<file path="src/rtl/cr_pkg.sv">
// Shared control-register definitions: word width, legacy source indices, output slot states.
package cr_pkg;

    localparam int unsigned CR_DATA_W     = 32;

    localparam int unsigned CR_SRC_COEFF  = 0;
    localparam int unsigned CR_SRC_STOP   = 1;
    localparam int unsigned CR_SRC_START  = 2;
    localparam int unsigned CR_SRC_CLKGEN = 3;

    typedef enum logic {
        SLOT_EMPTY = 1'b0,
        SLOT_FULL  = 1'b1
    } slot_state_t;

endpackage

</file>
<file path="src/rtl/cr_mux_arbiter_if.sv">
// Source-side and downstream-side signals of the control-register mux/arbiter.
interface cr_mux_arbiter_if
    import cr_pkg::*;
#(
    parameter int unsigned N_SRC  = 4,
    parameter int unsigned DATA_W = CR_DATA_W,
    parameter int unsigned SEL_W  = 2
);
    logic                      rr_en;
    logic [SEL_W-1:0]          cr_sel;
    logic [N_SRC-1:0]          src_we;
    logic [N_SRC*DATA_W-1:0]   src_cr;
    logic [N_SRC-1:0]          src_ack;
    logic [N_SRC-1:0]          src_pend;
    logic [N_SRC-1:0]          src_ovf;
    logic                      ovf_clr;
    logic                      we;
    logic [DATA_W-1:0]         cr;
    logic                      cr_ready;
    logic                      busy;

    modport master (
        output rr_en, cr_sel, src_we, src_cr, ovf_clr, cr_ready,
        input  src_ack, src_pend, src_ovf, we, cr, busy
    );

    modport slave (
        input  rr_en, cr_sel, src_we, src_cr, ovf_clr, cr_ready,
        output src_ack, src_pend, src_ovf, we, cr, busy
    );

endinterface

</file>
<file path="src/rtl/cr_rr_arbiter.sv">
// Combinational round-robin picker: first pending source at or above ptr, wrapping at N_SRC-1.
module cr_rr_arbiter #(
    parameter int unsigned N_SRC = 4,
    parameter int unsigned SEL_W = 2
) (
    input  logic [N_SRC-1:0] pend,
    input  logic [SEL_W-1:0] ptr,
    output logic [N_SRC-1:0] grant,
    output logic [SEL_W-1:0] ptr_nx
);

    always_comb begin
        logic             found;
        logic [SEL_W-1:0] idx;
        grant  = '0;
        ptr_nx = ptr;
        found  = 1'b0;
        idx    = '0;
        for (int unsigned k = 0; k < N_SRC; k++) begin
            idx = SEL_W'((32'(ptr) + k) % N_SRC);
            if (!found && pend[idx]) begin
                found      = 1'b1;
                grant[idx] = 1'b1;
                ptr_nx     = SEL_W'((32'(idx) + 1) % N_SRC);
            end
        end
    end

endmodule

</file>
<file path="src/rtl/cr_mux_arbiter.sv">
// Merges N_SRC control-register writers onto one registered valid/ready write port,
// with single-entry per-source buffering, manual or round-robin selection and overflow flags.
module cr_mux_arbiter
    import cr_pkg::*;
#(
    parameter int unsigned N_SRC  = 4,
    parameter int unsigned DATA_W = CR_DATA_W,
    parameter int unsigned SEL_W  = (N_SRC > 1) ? $clog2(N_SRC) : 1
) (
    input  logic             clk,
    input  logic             rst_n,
    cr_mux_arbiter_if.slave  bus
);

    slot_state_t       state, state_nx;
    logic [N_SRC-1:0]  pend, ovf, ack;
    logic [N_SRC-1:0]  rr_grant, man_grant, grant, capture, ovf_evt;
    logic [SEL_W-1:0]  ptr, rr_ptr_nx;
    logic [DATA_W-1:0] hold [N_SRC];
    logic [DATA_W-1:0] cr_q, grant_data;
    logic              loadable, any_grant;

    cr_rr_arbiter #(
        .N_SRC (N_SRC),
        .SEL_W (SEL_W)
    ) u_rr (
        .pend   (pend),
        .ptr    (ptr),
        .grant  (rr_grant),
        .ptr_nx (rr_ptr_nx)
    );

    // Grant only when the output slot can take a word; a freed holding register may recapture at once.
    always_comb begin
        man_grant = '0;
        for (int unsigned i = 0; i < N_SRC; i++) begin
            man_grant[i] = pend[i] && (bus.cr_sel == SEL_W'(i));
        end
        loadable   = (state == SLOT_EMPTY) || bus.cr_ready;
        grant      = '0;
        if (loadable) begin
            grant = bus.rr_en ? rr_grant : man_grant;
        end
        any_grant  = |grant;
        grant_data = '0;
        for (int unsigned i = 0; i < N_SRC; i++) begin
            if (grant[i]) begin
                grant_data = hold[i];
            end
        end
        capture = bus.src_we & (~pend | grant);
        ovf_evt = bus.src_we & pend & ~grant;
    end

    always_ff @(posedge clk) begin
        if (!rst_n) begin
            state <= SLOT_EMPTY;
        end else begin
            state <= state_nx;
        end
    end

    // Output slot: a grant always (re)fills it, so a FULL slot drained with cr_ready stays FULL back-to-back.
    always_comb begin
        state_nx = state;
        case (state)
            SLOT_EMPTY: if (any_grant) state_nx = SLOT_FULL;
            SLOT_FULL:  if (bus.cr_ready && !any_grant) state_nx = SLOT_EMPTY;
        endcase
    end

    always_ff @(posedge clk) begin
        if (!rst_n) begin
            pend <= '0;
            ovf  <= '0;
            ack  <= '0;
            cr_q <= '0;
            ptr  <= '0;
            for (int unsigned i = 0; i < N_SRC; i++) begin
                hold[i] <= '0;
            end
        end else begin
            ack  <= grant;
            pend <= capture | (pend & ~grant);
            ovf  <= ovf_evt | (ovf & ~{N_SRC{bus.ovf_clr}});
            if (any_grant) begin
                cr_q <= grant_data;
            end
            if (bus.rr_en && any_grant) begin
                ptr <= rr_ptr_nx;
            end
            for (int unsigned i = 0; i < N_SRC; i++) begin
                if (capture[i]) begin
                    hold[i] <= bus.src_cr[i*DATA_W +: DATA_W];
                end
            end
        end
    end

    assign bus.src_ack  = ack;
    assign bus.src_pend = pend;
    assign bus.src_ovf  = ovf;
    assign bus.we       = (state == SLOT_FULL);
    assign bus.cr       = cr_q;
    assign bus.busy     = (|pend) || (state == SLOT_FULL);

endmodule

</file>
<file path="src/flat_wrapper.sv">
// flat-port wrapper written by rule: the top's interface ports become plain ports
module cr_mux_arbiter_flat import cr_pkg::*;
#(
    parameter int unsigned N_SRC  = 4,
    parameter int unsigned DATA_W = CR_DATA_W,
    parameter int unsigned SEL_W  = (N_SRC > 1) ? $clog2(N_SRC) : 1
)
  (clk, rst_n, bus_rr_en, bus_cr_sel, bus_src_we, bus_src_cr, bus_ovf_clr, bus_cr_ready, bus_src_ack, bus_src_pend, bus_src_ovf, bus_we, bus_cr, bus_busy);
  cr_mux_arbiter_if #(.N_SRC(N_SRC), .DATA_W(DATA_W), .SEL_W(SEL_W)) bus_i ();
  input  logic clk;
  input  logic rst_n;
  input wire logic [$bits(bus_i.rr_en)-1:0] bus_rr_en;
  input wire logic [$bits(bus_i.cr_sel)-1:0] bus_cr_sel;
  input wire logic [$bits(bus_i.src_we)-1:0] bus_src_we;
  input wire logic [$bits(bus_i.src_cr)-1:0] bus_src_cr;
  input wire logic [$bits(bus_i.ovf_clr)-1:0] bus_ovf_clr;
  input wire logic [$bits(bus_i.cr_ready)-1:0] bus_cr_ready;
  output wire logic [$bits(bus_i.src_ack)-1:0] bus_src_ack;
  output wire logic [$bits(bus_i.src_pend)-1:0] bus_src_pend;
  output wire logic [$bits(bus_i.src_ovf)-1:0] bus_src_ovf;
  output wire logic [$bits(bus_i.we)-1:0] bus_we;
  output wire logic [$bits(bus_i.cr)-1:0] bus_cr;
  output wire logic [$bits(bus_i.busy)-1:0] bus_busy;
  assign bus_i.rr_en = bus_rr_en;
  assign bus_i.cr_sel = bus_cr_sel;
  assign bus_i.src_we = bus_src_we;
  assign bus_i.src_cr = bus_src_cr;
  assign bus_i.ovf_clr = bus_ovf_clr;
  assign bus_i.cr_ready = bus_cr_ready;
  assign bus_src_ack = bus_i.src_ack;
  assign bus_src_pend = bus_i.src_pend;
  assign bus_src_ovf = bus_i.src_ovf;
  assign bus_we = bus_i.we;
  assign bus_cr = bus_i.cr;
  assign bus_busy = bus_i.busy;
  cr_mux_arbiter #(.N_SRC(N_SRC), .DATA_W(DATA_W), .SEL_W(SEL_W)) u_core (.clk(clk), .rst_n(rst_n), .bus(bus_i));
endmodule
</file>
<file path="config.mk">
export PLATFORM = sky130hd
export DESIGN_NAME = cr_mux_arbiter_flat
export DESIGN_NICKNAME = d
export VERILOG_FILES = /design/src/rtl/cr_pkg.sv /design/src/rtl/cr_mux_arbiter_if.sv /design/src/rtl/cr_rr_arbiter.sv /design/src/rtl/cr_mux_arbiter.sv /design/src/flat_wrapper.sv
export SDC_FILE = /design/constraint.sdc
export NUM_CORES = 1
export LEC_CHECK = 0
export CORE_MARGIN = 2
export CORE_UTILIZATION = 35
export DETAILED_ROUTE_END_ITERATION = 8
export DONT_BUFFER_PORTS = 1
export MAX_ROUTING_LAYER = met4
export PLACE_DENSITY = 0.54
export SETUP_SLACK_MARGIN = 0.02
export SKIP_CTS_REPAIR_TIMING = 1
export SLEW_MARGIN = 20
export SYNTH_ARGS = -nofsm -noshare
export SYNTH_HDL_FRONTEND = slang
export SYNTH_SLANG_ARGS = --single-unit
</file>
<file path="constraint.sdc">
create_clock -name clk -period 4.3 [get_ports clk]
set_clock_uncertainty 0.15 [all_clocks]
set_input_delay 0.215 -clock clk [delete_from_list [all_inputs] [get_ports clk]]
set_output_delay 0.215 -clock clk [all_outputs]
set_load 0.03 [all_outputs]
</file>
==> implementation parameters, run 1 <==
Parameter                              Value

Status
  Run status    complete, but fails checks
  Failing checks    negative hold slack

STA
  Actual transition at the worst max-transition pin    0.8069 ns
  Post-route clock period utilization    92.68%
  Number of hold violations in the final report    9
  Worst slew margin    46.13%
  # setup viols final    0
  Unrepaired setup endpoints after global routing    no
  Final-layout setup total negative slack    0 ns
  Slew Viols, Final    0
  Hold slack final    -0.02549 ns
  Worst Slack Setup Final    0.3149 ns
  F_max    0.2509 GHz
  Final critical delay including setup and external delays    3.985 ns

Placed design
  Placed insts    ~960
  Post-detailed-placement half-perimeter wirelength    roughly 15000 microns
  Setup Slack @ Placement    about 0.24 ns
  I/O Buffers    0
  GPL Wtd Cong    0.8646

Critical path
  Data arrival, critical path    ~4.2 ns
  Critical path class    flop to flop
  Highest net fanout along the worst path    36
  Kind of launch point of the worst setup path    flop
  Worst EP required    4.53 ns
  Nature of the critical path endpoint    flop

Die
  Top-Level Pins    185
  Initial core utilization    35.86%
  Die area    24500 sq um
  Std-Cell Rows    55
  Width of the die    about 160 microns
  Chip Height    ~160 microns
  Core region area    22710 sq um

Global routing
  Pin count of the biggest net entering global routing    46
  Initial antenna violation count    3
  Tot GR Track Use    about a fifth
  Overflow after GRT    0
  Vias in the first global route    approximately 5500
  Global-route wire length before repair    around 33000 microns

Synthesis
  Most common flop cell mapped by yosys    sky130_fd_sc_hd__edfxtp_1
  Synthesized-area fraction occupied by xor and xnor cells    0%
  Total number of yosys warnings    0
  Portion of the post-synthesis area used by sequential elements    58.76%
  Most common library cells after synthesis    sky130_fd_sc_hd__and2_1, sky130_fd_sc_hd__edfxtp_1, sky130_fd_sc_hd__nand2_1
  Post-synthesis adder-cell area fraction    1.076%
  Library cell occupying the most area in the post-synthesis netlist    sky130_fd_sc_hd__edfxtp_1
  Average size of a mapped cell    11.52 sq um
  Asr flop ratio synth    0%
  Cell count after synthesis    between 700 and 800
  Top post-synthesis cells by area    sky130_fd_sc_hd__edfxtp_1, sky130_fd_sc_hd__dfxtp_1, sky130_fd_sc_hd__and2_1
  Syn Std Cell Area    8143 sq um
  Number of distinct library cells after synthesis    between 40 and 50
  Fraction of synthesized area in multiplexers    1.460%
  Count of state elements after synthesis    roughly 180
  Post-synth EDFFs    128
  Combinational family with the most area after synthesis    simple AND/OR/NAND/NOR gates
  Area fraction of the dominant cell type after synthesis    around 47%
  Simple-gate area share of the yosys netlist    19.73%
  Synth Net Count    853
  Area fraction in compound gates after synthesis    13.63%

Clocking
  Clock Pin Slew Worst Setup and Hold Paths    about 0.08 ns
  CTS tree    built
  Number of sinks driven by the clock tree    approximately 180
  TritonCTS Buffers    17
  Root buffer cell    sky130_fd_sc_hd__clkbuf_16
  Buffer levels on the longest clock path    2
  Clock latency at the later pin of the worst-skew pair    0.43 ns
  H-tree depth    4

Min path
  Type of the tightest min-delay check    input pin to flop

Power and ir drop
  P_int    3.211 mW
  Combinational share of power    18.6%
  Part of the total power dissipated in sequential elements    48.6%
  Power density over the cells    461.1 nW/um^2
  Maximum vdd drop    0.2283 mV
  P_sw    1.581 mW
  Switching Fraction    33.00%
  Leak    3.792 nW
  Clk network pwr share    around 33%

Final layout
  Fraction of final layout cells sized beyond drive strength 1    between 10% and 20%
  Nets    974
  Syn-to-layout area delta    27.66%
  Filler-free cell count of the finished design    1129

Job
  Max Cap Viol    0

Route
  Routed length per instance    between 20 and 25 microns
  Violation count after the first detailed-routing iteration    roughly 310
  DRC violation count after routing    0
  Vias per std cell    5.284
  Antenna viol nets, final    0
  Drt total wl    23680 microns
  DR vias    5966
  Number of optimization iterations in the first detailed-route pass    5
-- flip-flops by register name, indices dropped and copies added, names as in the netlist --
signal               cells
u_core.bus.we            1
u_core.bus.src_ack       4
u_core.bus.src_ovf       4
u_core.ptr               2
u_core.bus.cr           32
u_core.bus.src_pend      4
u_core.hold            128
-- path summary, 6_finish.rpt --
kind,start,to,slack [ns],cells after the start
hold / removal,rst_n,u_core.bus.src_pend[2],-0.03,2
setup / recovery,u_core.ptr[0],u_core.bus.src_pend[0],0.31,10
setup reg to reg,u_core.ptr[0],u_core.bus.src_pend[0],0.31,10
hold reg to reg,u_core.hold[0][108],u_core.bus.cr[12],0.39,2
-- metrics by stage --
| step | instance area [sq um] | power, mW | util (%) |
|---|---|---|---|
| after detailed placement | 8396 | 3.150 | 36.97 |
| after global placement | 8396 | 3.121 | 36.97 |
| after CTS | 8992 | 4.708 | 39.60 |
| after global routing | 10400 | 4.992 | 45.77 |
| after floorplan | 8143 | 2.907 | - |
| final | 10400 | 4.793 | 45.77 |
-- routing by layer --
layer / vias up / track usage [%] / routed length (microns)
met5: - / - / 0
li1: 2787 / - / -
met4: 0 / 6.815 / 636
met1: 2910 / 22.00 / 9731
met2: 227 / 30.63 / 11630
met3: 42 / 6.840 / 1684
-- cell families (layout without fill, tap and decap cells) --
| family | after synthesis | count (layout) |
|---|---|---|
| fa+ha+maj | 7 | 7 |
| other cells | 0 | 3 |
| flops | 175 | 175 |
| compound gates | 160 | 160 |
| buf+inv | 93 | 227 |
| simple gates | 264 | 264 |
| mux | 8 | 8 |
-- cell type report --
| cell class | count | area (sq um) |
|---|---|---|
| fillers | 2104 | 12310 |
| clock inverters | 15 | 171.4 |
| repair buffers | 155 | 1560 |
| multi-input cells | 439 | 2939 |
| inverters | 40 | 150.1 |
| diodes | 3 | 7.507 |
| flip-flops and latches | 175 | 4785 |
| well taps | 285 | 356.6 |
| clock buffers | 17 | 425.4 |
-- power by group through the flow --
stage / logic [mW] / clock network (mW) / registers (mW)
floorplan: 0.616 / 0 / 2.29
CTS: 0.783 / 1.59 / 2.33
global placement: 0.756 / 0 / 2.36
detailed placement: 0.782 / 0 / 2.37
finish: 0.890 / 1.57 / 2.33
global route: 0.977 / 1.67 / 2.35
-- worst max-delay path: stages, from the launching register on --
cell and delay, ns:
sky130_fd_sc_hd__dfxtp_1 0.56, sky130_fd_sc_hd__inv_1 0.22, sky130_fd_sc_hd__ha_1 0.50, sky130_fd_sc_hd__mux4_2 0.65, sky130_fd_sc_hd__nand2_1 0.10, sky130_fd_sc_hd__o21ai_0 0.13, sky130_fd_sc_hd__o31ai_4 0.24, sky130_fd_sc_hd__buf_4 0.54
sky130_fd_sc_hd__a21oi_1 0.14, sky130_fd_sc_hd__nor2_1 0.11, sky130_fd_sc_hd__dlygate4sd3_1 0.56
-- placed cells by master (no fill, tap or decap), drive strengths merged, types with 18 or more instances in the layout --
cell type | Yosys | layout
a31oi | 32 | 32
nor2 | 22 | 22
o221ai | 32 | 32
nor3b | 34 | 34
edfxtp | 128 | 128
dlygate4sd3 | 0 | 137
and2 | 128 | 128
nand2 | 57 | 57
dfxtp | 47 | 47
buf | 41 | 18
inv | 39 | 46
o21ai | 68 | 68
Note: power is estimated with default switching activity, not from simulation.
==> run 2: changes to the inputs <==
--- a/config.mk
+++ b/config.mk
@@ -7,6 +7,7 @@
 export LEC_CHECK = 0
 export CORE_MARGIN = 2
 export CORE_UTILIZATION = 35
+export CTS_BUF_LIST = sky130_fd_sc_hd__clkbuf_4
 export DETAILED_ROUTE_END_ITERATION = 8
 export DONT_BUFFER_PORTS = 1
 export MAX_ROUTING_LAYER = met4
==> run 2 against run 1 <==
  * Largest power group unchanged
  * Sequential power about the same
  * Critical endpoint is now u_core.hold[0][121]
  * Critical path depth decreased by 1
  * Design area decreased by 2.5%
  * Non-clock buffer count increased by 3
  * The flow now finishes without violations
==> implementation parameters, run 2 (synthesis results as in run 1) <==
Parameter                              Value

Status
  Run status    completed (was complete, but fails checks)

Route
  Drt total wl    23570 microns (was 23680 microns)
  Violation count after the first detailed-routing iteration    341 (was 314)
  Antenna viol nets, final    0 (unchanged)
  Routed length per instance    20.81 microns (was 20.98 microns)
  DRC violation count after routing    0 (unchanged)
  Number of optimization iterations in the first detailed-route pass    5 (unchanged)
  DR vias    5949 (was 5966)
  Vias per std cell    5.251 (was 5.284)

Critical path
  CP cell instances    inv_1 > ha_1 > mux4_2 > nand3b_1 > o311ai_1 > o31ai_4 > nand2_1 > and3_2 > and2_1 (was inv_1 > ha_1 > mux4_2 > nand2_1 > o21ai_0 > o31ai_4 > buf_4 > a21oi_1 > nor2_1 > dlygate4sd3_1)
  Slowest cell on the critical path    sky130_fd_sc_hd__mux4_2 (unchanged)
  Kind of launch point of the worst setup path    flop (unchanged)
  Nature of the critical path endpoint    flop (unchanged)
  Highest net fanout along the worst path    32 (was 36)
  Data arrival, critical path    4.16 ns (was 4.21 ns)
  Critical path class    flop to flop (unchanged)
  Worst EP required    4.47 ns (was 4.53 ns)
  Crit-path max cell delay    0.65 ns (about the same)

Power and ir drop
  Part of the total power dissipated in sequential elements    55.4% (was 48.6%)
  Clk network pwr share    23.3% (was 32.8%)
  Power density over the cells    414.4 nW/um^2 (was 461.1 nW/um^2)
  Leak    3.672 nW (was 3.792 nW)
  Switching Fraction    35.70% (was 33.00%)
  Combinational share of power    21.3% (was 18.6%)
  P_sw    1.499 mW (was 1.581 mW)
  P_int    2.700 mW (was 3.211 mW)
  Maximum vdd drop    0.1588 mV (was 0.2283 mV)

Final layout
  Nets    977 (was 974)
  Commonest cells after routing, fill and taps aside    sky130_fd_sc_hd__dlygate4sd3_1, sky130_fd_sc_hd__and2_1, sky130_fd_sc_hd__edfxtp_1, sky130_fd_sc_hd__nand2_1, sky130_fd_sc_hd__dfxtp_1 (unchanged)
  Max reg flops    128 (unchanged)
  Leading cell type in the layout, fill and taps excluded    sky130_fd_sc_hd__dlygate4sd3_1 (unchanged)
  Fraction of final layout cells sized beyond drive strength 1    10.07% (was 10.11%)
  Fill cells    2122 (was 2104)
  Syn-to-layout area delta    24.45% (was 27.66%)
  Largest register by flop count    u_core.hold (unchanged)

STA
  Final-layout setup total negative slack    0 ns (unchanged)
  Final critical delay including setup and external delays    3.987 ns (was 3.985 ns)
  Post-route clock period utilization    92.72% (was 92.68%)
  Actual transition at the worst max-transition pin    0.8095 ns (was 0.8069 ns)
  Slew Viols, Final    0 (unchanged)
  # setup viols final    0 (unchanged)
  Unrepaired setup endpoints after global routing    no (unchanged)
  F_max    0.2508 GHz (was 0.2509 GHz)
  Number of hold violations in the final report    0 (was 9)
  Worst slew margin    45.96% (was 46.13%)
  Worst Slack Setup Final    0.3129 ns (was 0.3149 ns)

Global routing
  Global-route wire length before repair    32890 microns (was 33060 microns)
  Initial antenna violation count    3 (unchanged)
  Vias in the first global route    5484 (was 5471)
  Tot GR Track Use    18.89% (was 19.03%)
  Overflow after GRT    0 (unchanged)
  Pin count of the biggest net entering global routing    46 (unchanged)

Die
  Top-Level Pins    185 (unchanged)
  Width of the die    156.5 microns (unchanged)
  Initial core utilization    35.86% (unchanged)
  Die area    24500 sq um (unchanged)
  Std-Cell Rows    55 (unchanged)
  Core region area    22710 sq um (unchanged)
  Chip Height    156.5 microns (unchanged)

Clocking
  Buffer levels on the longest clock path    2 (unchanged)
  Root buffer cell    sky130_fd_sc_hd__clkbuf_4 (was sky130_fd_sc_hd__clkbuf_16)
  Clock latency at the later pin of the worst-skew pair    0.57 ns (was 0.43 ns)
  CTS tree    built (unchanged)
  Clock Pin Slew Worst Setup and Hold Paths    0.18 ns (was 0.08 ns)
  TritonCTS Buffers    17 (unchanged)
  Number of sinks driven by the clock tree    175 (unchanged)
  H-tree depth    4 (unchanged)

Min path
  Type of the tightest min-delay check    input pin to flop (unchanged)

Placed design
  I/O Buffers    0 (unchanged)
  Setup Slack @ Placement    0.2443 ns (unchanged)
  GPL Wtd Cong    0.8646 (unchanged)
  Post-detailed-placement half-perimeter wirelength    15460 microns (unchanged)

Job
  Max Cap Viol    0 (unchanged)
[run 2: cell types whose count changed in the layout (fill, tap and decap cells not counted), sizes merged]
cell         previous run  this run
dlygate4sd3           137       140
diode                   3         4
[run 2: power groups by stage]
stage / clock [mW] / combinational [mW] / sequential, mW
2_1_floorplan: 0 / 0.616 / 2.29
3_3_place_gp: 0 / 0.756 / 2.36
3_5_place_dp: 0 / 0.782 / 2.37
4_1_cts: 1.01 / 0.783 / 2.33
5_1_grt: 1.07 / 0.981 / 2.35
6_report: 0.979 / 0.894 / 2.33
[run 2: worst paths after layout]
check,start,endpoint,slack [ns],depth (start not counted)
worst max-delay path,u_core.ptr[0],u_core.hold[0][121],0.31,9
worst min-delay path,bus_rr_en,u_core.bus.src_ack[0],0.04,4
worst max register to register,u_core.ptr[0],u_core.hold[0][121],0.31,9
worst min register to register,u_core.hold[0][127],u_core.bus.cr[31],0.38,2
[run 2: critical path: cells and delay by family (launching register included)]
family,cells,cell delay [ns]
buf+inv,1,0.22
fa+ha+maj,1,0.50
flops,1,0.60
mux,1,0.65
compound gates,2,0.65
simple gates,4,0.96
[run 2: layer usage]
| metal | track usage, % | wire length (microns) | vias to the layer above |
|---|---|---|---|
| met5 | - | 0 | - |
| met4 | 6.903 | 593 | 0 |
| met3 | 6.729 | 1698 | 40 |
| met2 | 30.46 | 11720 | 250 |
| met1 | 21.76 | 9559 | 2866 |
| li1 | - | - | 2793 |
[run 2: area by class of cell]
cell class,instances,area [sq um],area share [%]
Tap cell,285,356.6,3.519
Clock buffer,17,127.6,1.259
Sequential cell,175,4785,47.22
Inverter,40,150.1,1.482
Multi-Input combinational cell,439,2939,29.00
Clock inverter,15,171.4,1.692
Timing Repair Buffer,158,1594,15.73
Antenna cell,4,10.01,0.09878
[run 2: per-stage QoR]
step | instance area, sq um | hold WS (ns) | util (%) | total power, mW | std cells
after detailed placement | 8396 | 0.1917 | 36.97 | 3.150 | 956
final | 10130 | 0.04159 | 44.62 | 4.200 | 1133
after floorplan | 8143 | 0.1824 | - | 2.907 | 707
after CTS | 8695 | -0.4591 | 38.29 | 4.125 | 988
after global routing | 10130 | 0.02813 | 44.61 | 4.399 | 1132
after global placement | 8396 | 0.1874 | 36.97 | 3.121 | 956
